**config.mk**
```make
export PLATFORM = sky130hd
export DESIGN_NAME = instruction_sequencer
export DESIGN_NICKNAME = d
export VERILOG_FILES = /design/src/rtl/instruction_sequencer.sv
export SDC_FILE = /design/constraint.sdc
export NUM_CORES = 1
export LEC_CHECK = 0
export BUFFER_PORTS_ARGS = -buffer_cell sky130_fd_sc_hd__clkbuf_2
export CORE_MARGIN = 2
export CORE_UTILIZATION = 30
export DETAILED_ROUTE_END_ITERATION = 8
export SYNTH_ARGS = -nofsm -noshare
export SYNTH_HDL_FRONTEND = slang
export SYNTH_SLANG_ARGS = --single-unit
```
**constraint.sdc**
```tcl
create_clock -name clk -period 1.9 [get_ports clk]
set_input_delay 0.57 -clock clk [delete_from_list [all_inputs] [get_ports clk]]
set_output_delay 0.57 -clock clk [all_outputs]
set_load 0.005 [all_outputs]
```
**src/rtl/instruction_sequencer.sv**
```systemverilog
// Fetches 16-bit instruction words from a synchronous memory and issues them one at a time to the control unit.
// Multi-cycle ops are held in WAIT until op_done arrives; a bounded wait ends in a sticky timeout error.
module instruction_sequencer #(
  parameter int PC_W    = 8,
  parameter int TIMEOUT = 1000
) (
  input  logic            clk,
  input  logic            reset_n,
  input  logic            start,
  input  logic [PC_W-1:0] start_pc,
  output logic [PC_W-1:0] imem_addr,
  output logic            imem_rd_en,
  input  logic [15:0]     imem_rdata,
  output logic [15:0]     instruction,
  input  logic            op_done,
  output logic            busy,
  output logic            halted,
  output logic            error,
  output logic [15:0]     instr_count
);

  localparam logic [2:0] ST_IDLE    = 3'd0;
  localparam logic [2:0] ST_FETCH   = 3'd1;
  localparam logic [2:0] ST_CAPTURE = 3'd2;
  localparam logic [2:0] ST_EXEC    = 3'd3;
  localparam logic [2:0] ST_WAIT    = 3'd4;
  localparam logic [2:0] ST_HALTED  = 3'd5;

  localparam logic [2:0]  OP_HALT     = 3'b111;
  localparam logic [15:0] TIMEOUT_CNT = 16'(TIMEOUT);

  logic [2:0]      state_reg, state_next;
  logic [PC_W-1:0] pc_reg, pc_next;
  logic [15:0]     instr_reg, instr_next;
  logic [15:0]     count_reg, count_next;
  logic [15:0]     wait_reg, wait_next;
  logic            error_reg, error_next;

  logic [2:0]  exec_op;
  logic        exec_multi;
  logic [15:0] wait_inc;

  assign exec_op    = instr_reg[15:13];
  assign exec_multi = (exec_op == 3'b010) || (exec_op == 3'b011) ||
                      (exec_op == 3'b100) || (exec_op == 3'b101);
  assign wait_inc   = wait_reg + 16'd1;

  always_comb begin
    state_next = state_reg;
    pc_next    = pc_reg;
    instr_next = instr_reg;
    count_next = count_reg;
    wait_next  = wait_reg;
    error_next = error_reg;
    case (state_reg)
      ST_IDLE, ST_HALTED: begin
        if (start) begin
          pc_next    = start_pc;
          count_next = 16'd0;
          error_next = 1'b0;
          wait_next  = 16'd0;
          instr_next = 16'h0000;
          state_next = ST_FETCH;
        end
      end
      ST_FETCH: begin
        state_next = ST_CAPTURE;
      end
      ST_CAPTURE: begin
        // HALT is never presented to the control unit but still counts as retired
        if (imem_rdata[15:13] == OP_HALT) begin
          count_next = count_reg + 16'd1;
          state_next = ST_HALTED;
        end else begin
          instr_next = imem_rdata;
          state_next = ST_EXEC;
        end
      end
      ST_EXEC: begin
        instr_next = 16'h0000;
        if (!exec_multi || op_done) begin
          pc_next    = pc_reg + PC_W'(1);
          count_next = count_reg + 16'd1;
          state_next = ST_FETCH;
        end else begin
          wait_next  = 16'd0;
          state_next = ST_WAIT;
        end
      end
      ST_WAIT: begin
        // a completion arriving on the last allowed cycle still wins over the timeout
        if (op_done) begin
          pc_next    = pc_reg + PC_W'(1);
          count_next = count_reg + 16'd1;
          state_next = ST_FETCH;
        end else begin
          wait_next = wait_inc;
          if (wait_inc == TIMEOUT_CNT) begin
            error_next = 1'b1;
            state_next = ST_HALTED;
          end
        end
      end
      default: begin
        state_next = ST_IDLE;
      end
    endcase
  end

  always_ff @(posedge clk or negedge reset_n) begin
    if (!reset_n) begin
      state_reg <= ST_IDLE;
      pc_reg    <= '0;
      instr_reg <= 16'h0000;
      count_reg <= 16'd0;
      wait_reg  <= 16'd0;
      error_reg <= 1'b0;
    end else begin
      state_reg <= state_next;
      pc_reg    <= pc_next;
      instr_reg <= instr_next;
      count_reg <= count_next;
      wait_reg  <= wait_next;
      error_reg <= error_next;
    end
  end

  assign imem_addr   = pc_reg;
  assign imem_rd_en  = (state_reg == ST_FETCH);
  assign instruction = instr_reg;
  assign busy        = (state_reg == ST_FETCH) || (state_reg == ST_CAPTURE) ||
                       (state_reg == ST_EXEC)  || (state_reg == ST_WAIT);
  assign halted      = (state_reg == ST_HALTED);
  assign error       = error_reg;
  assign instr_count = count_reg;

endmodule

```
==> flow_summary.toml <==
[route]
drc = 0
dr.pass1.iters = 4
route.met2.wl_microns = 5140
ant_nets = 0
drt-initial-drc-count = 134
wl_per_cell_microns = 15.4
route.met3.wl_microns = 382
routed_via_density = 5.32
met1Wirelength_microns = 4290
wl_microns = 9930
highest_layer = "met4"
dr_total_vias = 3422

[clock_tree]
clk_path_buf_depth = 2
cts_tree = "yes"
cts_buffers = 9
root_buffer = "clkbuf_8"
cts_htree_levels = 3
clkLatencyLatePin_ps = 340
hold_buffers = 0
clkSinkCount = 60
clk_pin_slew_ps = 80

[placed_design]
postPlaceCellArea_sq_um = 4220
io_buffers = 71
place_hpwl_microns = 6510
routabilityCongestion = 0.815

[critical_path]
path_max_fanout = 7
worst_ep_required_time_ps = 1330
end_kind = "output pin"
rrSetupSlack_ps = -60
reg2reg_to = "instr_count[10]"
critPathKind = "reg2out"
reg2reg_from = "state_reg[1]"
cp-start-kind = "flip-flop"
reg2reg_depth = 7
crit_arrival_ps = 1390

[sta]
maxSlewViolCount = 0
hold_viol_final = 0
fin_skew_ps = 12.9
fin_crit_sh_pct = 103
rsz0062_at_grt = "yes"
finalSetupViolCount = 11
hold_ws_ps = 229
max_freq_mhz = 509
setup_slack_ps = -64.6
finalCriticalPeriod_ps = 1960
tightest_slew_ps = 671
slew_headroom_pct = 55.2

[final_layout]
drive_gt1_share_pct = 43.9
fin_area_sq_um = 4920
postLayoutCoreUtil_pct = 45.2
final_nets = 530
final_cell_mix = "clkbuf_2, buf_4, dfrtp_1"
diodes = 0
area.growth.synth_to_final_pct = 46.7
final_common_cell = "clkbuf_2"

[logic_synthesis]
yosys_register_bits = 60
ys.flop_type = "dfrtp_1"
synth.distinct_cells = 61
async_reset_ff_share_pct = 100
synth_warnings = 0
synthesis.area_sq_um = 3350
synthCells = 363
synthesis.nets = 395
seq_area_frac_synth_pct = 44.8
synth_area_per_cell_sq_um = 9.24
synth-edff-count = 0

[die]
die-area_sq_um = 12000
fp.dieH_microns = 110
io_pins = 72
initial_utilization_pct = 30.8
rows = 38
die_x_microns = 110
coreArea_sq_um = 10900

[pwr]
power_density_nw_per_um2 = 1280
vdd_drop_max_uv = 605
p_leak_nw = 2.20
power_w = 0.00629

[flow_run]
cap_violations = 0

[global_routing]
gr-total-overflow = 0
grt_max_degree = 61
track_usage_pct = 15.8
grt_pass1_wl_microns = 15100
grt_antenna_before_repair = 0
grt_pass1_vias = 3139

[run_status]
status = "finished, violations left"
violations = "negative setup slack"

[hold_path]
hold_path_class = "in2async"
cells in the mapped netlist, drive strengths merged (10+ instances only):
library cell | instances | area, sq um
clkbuf | 11 | 41.3
o31ai | 10 | 75.1
a22o | 16 | 140
nand3 | 16 | 80.1
dfrtp | 60 | 1500
o21ai | 50 | 250
nor2 | 21 | 81.3
buf | 10 | 57.6
nand2 | 30 | 115
a21oi | 24 | 120
cells by family (layout without fill, tap and decap cells):
group	Yosys count	in the layout	share of synthesized area, %
buffers and inverters	28	166	3.73
AND/OR/NAND/NOR	134	134	22.8
XOR/XNOR	5	5	1.31
multiplexers	5	5	1.57
AO/OA/AOI/OAI	127	129	24.4
flip-flops	60	60	44.8
adder cells (fa/ha/maj)	4	4	1.49
area by class of cell:
type	instances	area, sq um
inverters	7	26.3
repair buffers	143	995
well taps	140	175
clock buffers	9	124
flip-flops and latches	60	1510
multi-input cells	277	2040
fillers	1040	5970
clock inverters	7	55.1
report_power, final:
group | leakage, nW | switching (W) | total [W] | internal, W
registers | 0.796 | 0.000326 | 0.00191 | 0.00159
clock network | 0.0870 | 0.000597 | 0.00109 | 0.000489
logic | 1.31 | 0.00159 | 0.00330 | 0.00170
total | 2.20 | 0.00251 | 0.00629 | 0.00378
layer usage:
| metal | track usage, % | vias to the layer above |
|---|---|---|
| met1 | 21.3 | 1679 |
| met4 | 4.52 | 0 |
| met5 | 0 | - |
| met3 | 2.73 | 11 |
| met2 | 26.0 | 75 |
| li1 | - | 1657 |
worst max-delay path: stages, from the launching register on:
cell and delay, ps:
dfrtp_2 500, nor2_4 180, buf_6 140, xnor2_4 110
buf_2 130
worst max-delay path by stage:
stage	endpoint	from	cells past startpoint	slack (ps)
detailed placement	instr_count[15]	start	6	-200
global route	wait_reg[8]	state_reg[2]	7	-130
finish	busy	state_reg[1]	4	-60
floorplan	instr_count[15]	start	6	70
CTS	instr_count[15]	state_reg[1]	6	-110
global placement	imem_addr[6]	start	8	-160
stage by stage:
stage | instances | setup slack (ps) | setup TNS, ps
finish | 643 | -64.6 | -370
global route | 643 | -130 | -2020
CTS | 625 | -109 | -1200
detailed placement | 606 | -199 | -5620
global placement | 606 | -157 | -3830
floorplan | 363 | 71.8 | 0
repair_timing:
action / in CTS / in global routing
endpoints found under the setup margin: 35 / 58
setup buffers: 3 / 16
cloned: 0 / 2
resized for setup: 9 / 68
hold endpoints to repair: 0 / 0
pin swaps: 0 / 24
No activity file was read; power rests on OpenSTA's default activity.
